File: src/rtl/bf_loader.sv
// Program loader for the brainfuck core: filters and checks a host byte stream,
// streams the accepted program plus a 0x00 terminator, then forwards runtime input.
`timescale 1ns/1ps
module bf_loader #(
    parameter int MAX_LEN = 255
) (
    input  logic       clk,
    input  logic       nrst,
    input  logic [7:0] h_data,
    input  logic       h_valid,
    input  logic       h_last,
    output logic       h_ready,
    output logic [7:0] p_data,
    output logic       p_valid,
    input  logic       p_ack,
    output logic       p_start,
    input  logic       p_ready,
    output logic       busy,
    output logic       err,
    output logic [1:0] err_code
);

    localparam int AW = (MAX_LEN > 1) ? $clog2(MAX_LEN) : 1;
    localparam logic [7:0] MAX_LEN_B = 8'(MAX_LEN);

    typedef enum logic [2:0] {
        S_CAPTURE, S_CHECK, S_WAIT_RDY, S_STREAM, S_TERM, S_START, S_RUN_WAIT, S_RUN
    } state_t;

    state_t     state_q, state_d;
    logic [7:0] len_q, len_d;
    logic [7:0] idx_q, idx_d;
    logic [7:0] depth_q, depth_d;
    logic       toolong_q, toolong_d;
    logic       unbal_q, unbal_d;
    logic       err_q, err_d;
    logic [1:0] err_code_q, err_code_d;

    logic [7:0] mem_q [0:MAX_LEN-1];
    logic [7:0] rd_data_q;
    logic       mem_we;

    logic       host_xfer, core_xfer, is_cmd, bad_prog;

    assign host_xfer = h_valid && h_ready;
    assign core_xfer = p_valid && p_ack;
    assign bad_prog  = toolong_q || unbal_q || (depth_q != 8'd0);

    always_comb begin
        case (h_data)
            8'h2B, 8'h2D, 8'h3C, 8'h3E, 8'h5B, 8'h5D, 8'h2E, 8'h2C: is_cmd = 1'b1;
            default:                                                 is_cmd = 1'b0;
        endcase
    end

    always_ff @(posedge clk) begin
        if (!nrst) begin
            state_q    <= S_CAPTURE;
            len_q      <= 8'd0;
            idx_q      <= 8'd0;
            depth_q    <= 8'd0;
            toolong_q  <= 1'b0;
            unbal_q    <= 1'b0;
            err_q      <= 1'b0;
            err_code_q <= 2'd0;
        end else begin
            state_q    <= state_d;
            len_q      <= len_d;
            idx_q      <= idx_d;
            depth_q    <= depth_d;
            toolong_q  <= toolong_d;
            unbal_q    <= unbal_d;
            err_q      <= err_d;
            err_code_q <= err_code_d;
        end
    end

    // Read address follows idx_d so rd_data_q already holds buf[idx] when STREAM presents it.
    always_ff @(posedge clk) begin
        if (mem_we) begin
            mem_q[len_q[AW-1:0]] <= h_data;
        end
        rd_data_q <= mem_q[idx_d[AW-1:0]];
    end

    always_comb begin
        state_d = state_q;
        case (state_q)
            S_CAPTURE:  if (host_xfer && h_last) state_d = S_CHECK;
            S_CHECK:    state_d = bad_prog ? S_CAPTURE : S_WAIT_RDY;
            S_WAIT_RDY: if (p_ready) state_d = (len_q == 8'd0) ? S_TERM : S_STREAM;
            S_STREAM:   if (core_xfer && (idx_q == len_q - 8'd1)) state_d = S_TERM;
            S_TERM:     if (core_xfer) state_d = S_START;
            S_START:    state_d = S_RUN_WAIT;
            S_RUN_WAIT: if (!p_ready) state_d = S_RUN;
            S_RUN:      if (p_ready) state_d = S_CAPTURE;
            default:    state_d = S_CAPTURE;
        endcase
    end

    always_comb begin
        len_d      = len_q;
        idx_d      = idx_q;
        depth_d    = depth_q;
        toolong_d  = toolong_q;
        unbal_d    = unbal_q;
        err_d      = err_q;
        err_code_d = err_code_q;
        mem_we     = 1'b0;
        case (state_q)
            S_CAPTURE: begin
                if (host_xfer) begin
                    err_d      = 1'b0;
                    err_code_d = 2'd0;
                    if (is_cmd) begin
                        if (len_q < MAX_LEN_B) begin
                            mem_we = 1'b1;
                            len_d  = len_q + 8'd1;
                        end else begin
                            toolong_d = 1'b1;
                        end
                    end
                    // Saturating at 255 leaves depth non-zero, which CHECK reports as imbalance.
                    if (h_data == 8'h5B && depth_q != 8'hFF) begin
                        depth_d = depth_q + 8'd1;
                    end else if (h_data == 8'h5D) begin
                        if (depth_q == 8'd0) unbal_d = 1'b1;
                        else                 depth_d = depth_q - 8'd1;
                    end
                end
            end
            S_CHECK: begin
                if (bad_prog) begin
                    err_d      = 1'b1;
                    err_code_d = toolong_q ? 2'd2 : 2'd1;
                    len_d      = 8'd0;
                    depth_d    = 8'd0;
                    toolong_d  = 1'b0;
                    unbal_d    = 1'b0;
                end
            end
            S_WAIT_RDY: idx_d = 8'd0;
            S_STREAM:   if (core_xfer) idx_d = idx_q + 8'd1;
            S_RUN: begin
                if (p_ready) begin
                    len_d     = 8'd0;
                    depth_d   = 8'd0;
                    toolong_d = 1'b0;
                    unbal_d   = 1'b0;
                end
            end
            default: ;
        endcase
    end

    // Outputs are forced idle while nrst is low so nothing is handshaken during reset.
    always_comb begin
        h_ready  = 1'b0;
        p_data   = 8'h00;
        p_valid  = 1'b0;
        p_start  = 1'b0;
        busy     = 1'b0;
        err      = 1'b0;
        err_code = 2'd0;
        if (nrst) begin
            busy     = (state_q != S_CAPTURE);
            err      = err_q;
            err_code = err_code_q;
            case (state_q)
                S_CAPTURE: h_ready = 1'b1;
                S_STREAM: begin
                    p_valid = 1'b1;
                    p_data  = rd_data_q;
                end
                S_TERM:  p_valid = 1'b1;
                S_START: p_start = 1'b1;
                S_RUN: begin
                    p_data  = h_data;
                    p_valid = h_valid && !p_ready;
                    h_ready = p_ack && !p_ready;
                end
                default: ;
            endcase
        end
    end

endmodule

File: config.mk
export PLATFORM = sky130hd
export DESIGN_NAME = bf_loader
export DESIGN_NICKNAME = d
export VERILOG_FILES = /design/src/rtl/bf_loader.sv
export SDC_FILE = /design/constraint.sdc
export NUM_CORES = 2
export LEC_CHECK = 0
export CORE_MARGIN = 2
export CORE_UTILIZATION = 35
export CTS_CLUSTER_SIZE = 14
export DETAILED_ROUTE_END_ITERATION = 6
export PLACE_DENSITY = 0.49
export SLEW_MARGIN = 20
export SYNTH_ARGS = -nofsm -noshare
export SYNTH_HDL_FRONTEND = slang
export SYNTH_SLANG_ARGS = --single-unit
File: constraint.sdc
create_clock -name clk -period 4 [get_ports clk]
set_input_delay 0.8 -clock clk [delete_from_list [all_inputs] [get_ports clk]]
set_output_delay 0.8 -clock clk [all_outputs]
set_load 0.02 [all_outputs]
==> results.md <==
- The flow ran to the end, and the final reports show no timing, DRC or antenna violations.
- Across every metal layer, demand over resource in global routing totals 21.5%.
- The number of max-slew violations in the final report is 0.
- After synthesis, the cell types taking the most area are edfxtp_1 73%, nand2_1 7.8%, nand3_1 3.3%.
- In the routed design, unresolved DRC markers number 0.
- The flip-flop and latch count after synthesis is 2080.
- The number of hold-slack violations in the final timing report came to 0.
- Summing every instance area after synthesis gives ~0.084 sq mm.
- The cell depth of the worst min-delay path is 1.
- The power per cell area is 462 mW/mm^2.
- The via count of the first global-routing pass was between 50000 and 60000.
- The startpoint identified for the worst hold timing path is h_data[4].
- The tightest min-delay check is of the input port to flop type.
- The setup clock skew after layout is between 0.09 and 0.1 ns.
- The area taken by multi-input logic gates is around 0.02 sq mm.
- The number of levels the H-tree was split into is 4.
- In this run the deepest clock path goes through 3 buffers.
- The count of cells in the finished layout, fillers not included, comes to 10588.
- The largest driver fanout on the critical path is 18.
- Dividing the detail-routed via count by the number of cells gives 5.35.
- In the layout the commonest cells are 2040 x edfxtp_1, 1746 x nand2_1, 802 x buf_4.
- Once the floorplan was initialized, standard cells occupied 35.1% of the core.
- The number of filler cells placed in the layout is 22316.
- The synthesized area per cell is around 13 sq um.
- Net switching is between 20 and 25% of the power.
- The worst reg2reg path depth is 14.
- The detailed placement HPWL is 172000 microns.
- The post-synthesis to final-layout area growth is 20.7%.
- The worst slew slack as a fraction of its limit is between 20% and 30%.
- The share of total power dissipated in combinational logic is approximately 6.0%.
- Summed over all instances, the cell type with the most area after synthesis is edfxtp_1.
- The number of detailed-routing iterations run before antenna repair is 6.
- Of the cells placed in the final design, the portion with a size suffix greater than 1 is between 10% and 20%.
- In this run, the clock network consumes a little over two fifths of the power.
- The count of buffers from port buffering is 28.
- In this run, synthesis inferred between 2000 and 2500 flip-flops with an integrated enable.
- The critical path capture point type is a flop.
- The count of endpoints failing setup in the final report is 0.
- At the end of routability-driven placement, the weighted congestion stood at slightly below 0.9.
- In this run the critical register-to-register path is captured at rd_data_q[1].
- The cell count after synthesis came out at 6553.
- The data arrival time of the worst path is ~4.7 ns.
- The highest attainable clock frequency is 255 MHz.
- The source of the worst register-to-register timing path is state_q[2].
- For the worst-skew pair, the clock arrives at the later sink with an insertion delay of 0.88 ns.
- IR analysis of the VDD net gives a maximum drop of 0.388 mV.
- The width of the die is around 490 microns.
- The share of total power in sequential cells is 51.2%.
- The aggregate global routing overflow is 0.
- The final period demand of the worst path is slightly below 4 ns.
- The number of rows in the core area is 180.
- The initial antenna violation count is 12.
- The total clock buffers created by CTS is 221.
- The worst hold margin is approximately 0.15 ns.
- The internal portion of total power is 36.3 mW.
- The share of synthesized area occupied by flip-flops and latches is 73.6%.
- STA classifies the critical path startpoint as a flop.
- Measured along the y axis, the die boundary spans between 400 and 500 microns.
- The final route contains roughly 57000 vias.
- The net count of the mapped netlist is 6579.
- The routed length per placed instance is 25.2 microns.
- The path with the worst hold slack has its endpoint at mem_q[202][4].
- After the first detailed-routing iteration, the DRC count stood at about 5400.
- The region available for standard cell placement spans 0.240 sq mm.
- The final critical path takes up 98.1% of the cycle.
- The most frequent standard cell in the layout excluding fill and tap cells is edfxtp_1.
- Once layout is complete, the utilization of the core stands at 42.4%.
- Max-cap violations in this run came to 0.
- TritonCTS built the clock tree.
- At the worst endpoint, the required time is roughly 4.8 ns.
- The clock transition at the register clock pins on the worst setup and hold paths after CTS is 0.06 ns.
- The total detailed-routing wirelength is 267000 microns.
- The type of the worst setup path is flop to flop.
- The flip-flop and latch area is 0.0621 sq mm.
- For the pin with the worst max-slew slack, the measured transition is between 1 and 1.5 ns.
- The aggregate negative setup slack is 0 ns.
- The final design instance area without fill is approximately 0.10 sq mm.
- The first-pass GRT wire length is between 300000 and 400000 microns.
- The instance count after placement with tap cells included is roughly 10000.
- The worst register-to-register path has a setup slack of about 0.078 ns.
- The cell sitting at the root of the clock tree is a clkbuf_16.
- The area of placed instances is approximately 0.094 sq mm.
- In this run, post-CTS hold repair placed 0 buffers.
- In this run the remaining antenna-violating nets after routing total 0.
- The top cell type by area accounts for 72.6% of the synthesized area.
- The final layout contains between 7000 and 8000 nets.
- The overall die area is between 0.2 and 0.25 sq mm.
- The count of yosys warnings during synthesis is 0.
- Entering global routing, the biggest net connects 142 pins.
- The most critical setup path has its startpoint at state_q[2].
- For this design the static power due to leakage is about 35 nW.
- The total number of clock tree sinks is about 2100.
- Of all flip-flops after synthesis, the portion carrying an async set or reset was 0%.
- 29 I/O pins were placed.
- The switching component of the power is approximately 11 mW.
- The number of different library cells in the post-synthesis netlist is 80.
- In the synthesized netlist the dominant register cell turns out to be edfxtp_1.
- Setup repair after global routing left no endpoint under its margin.
==> cells by family after synthesis <==
| family | after synthesis | synth area share [%] |
|---|---|---|
| mux | 55 | 0.676 |
| compound gates | 858 | 7.38 |
| xor+xnor | 21 | 0.218 |
| simple gates | 3040 | 15.5 |
| fa+ha+maj | 12 | 0.187 |
| buf+inv | 487 | 2.47 |
| flops | 2080 | 73.6 |
==> critical path, cell delays in order (launching register included) <==
cell	delay (ns)
dfxtp_1	0.46
and4b_1	0.28
and3_1	0.25
or2_4	0.37
buf_12	0.16
buf_4	0.14
buf_4	0.20
buf_4	0.23
a211oi_1	0.30
a311oi_1	0.12
a31oi_1	0.20
o22ai_1	0.11
nor3_1	0.58
a221oi_4	0.22
o211a_1	0.17
==> power by group through the flow <==
stage | clock (mW) | combinational [mW] | sequential (mW)
floorplan | 0 | 1.45 | 24.5
global placement | 0 | 2.78 | 24.5
detailed placement | 0 | 2.81 | 24.5
CTS | 20.6 | 2.82 | 24.1
global route | 21.3 | 3.04 | 24.1
finish | 20.2 | 2.81 | 24.1
==> per-layer routing <==
layer | vias up | global-route usage, % | part of all wire, %
li1 | 25798 | - | -
met1 | 28670 | 30.1 | 44
met2 | 1797 | 34.4 | 47
met3 | 389 | 3.12 | 5.9
met4 | 0 | 6.85 | 3.2
met5 | - | 0 | 0
==> stage by stage <==
| stage | setup slack (ns) | total power, mW |
|---|---|---|
| global route | 0.00166 | 48.5 |
| finish | 0.0778 | 47.1 |
| detailed placement | -1.47 | 27.3 |
| global placement | -1.62 | 27.3 |
| CTS | 0.0204 | 47.5 |
| floorplan | 0.743 | 25.9 |
==> state kept, by name, summed over array words and instances (netlist names) <==
signal	flops
mem_q	2040
idx_q	8
len_q	8
unbal_q	1
err_q	1
depth_q	8
err_code_q	2
rd_data_q	8
state_q	3
toolong_q	1
==> cell usage after synthesis (all sizes together) (5+ instances only) <==
cell type / n
a2111oi: 20
a311oi: 225
dfxtp: 40
o2111ai: 5
or4: 7
a31oi: 146
and2: 7
inv: 15
edfxtp: 2040
nand3b: 5
nand4: 14
o22ai: 42
xor2: 8
a32oi: 18
a211oi: 146
a32o: 6
nand2b: 5
nand2: 1760
o21a: 5
nor4: 18
mux2i: 49
or3: 8
xnor2: 13
a221oi: 11
o211a: 6
a21oi: 121
nor2b: 7
o21ai: 44
a22oi: 8
a22o: 11
buf: 270
nor3: 59
nor2: 339
clkbuf: 202
nand3: 564
a21o: 10
mux2: 6
o31ai: 11
ha: 11
and3: 234
==> final cells by class <==
| type | count | area share, % |
|---|---|---|
| Sequential cell | 2080 | 60.9 |
| Multi-Input combinational cell | 3986 | 20.2 |
| Timing Repair Buffer | 916 | 7.90 |
| Clock buffer | 261 | 5.66 |
| Tap cell | 3185 | 3.91 |
| Clock inverter | 144 | 1.30 |
| Inverter | 15 | 0.0553 |
| Antenna cell | 1 | 0.00246 |
==> repair_timing <==
action | CTS | global route
endpoints found under the hold margin | 0 | 0
gates resized for setup | 31 | 18
endpoints found under the setup margin | 8 | 6
pin swaps | 5 | 1
setup buffers | 5 | 0
==> how the worst max path moves through the flow <==
stage              endpoint  slack [ns]  cells after the start
3_5_place_dp   rd_data_q[4]       -1.47                     14
4_1_cts        rd_data_q[0]        0.02                     16
2_1_floorplan    depth_q[7]        0.74                     13
5_1_grt        rd_data_q[0]       0.002                     14
6_report       rd_data_q[1]        0.08                     14
3_3_place_gp   rd_data_q[4]       -1.62                     12
(Power assumes the default switching activity.)
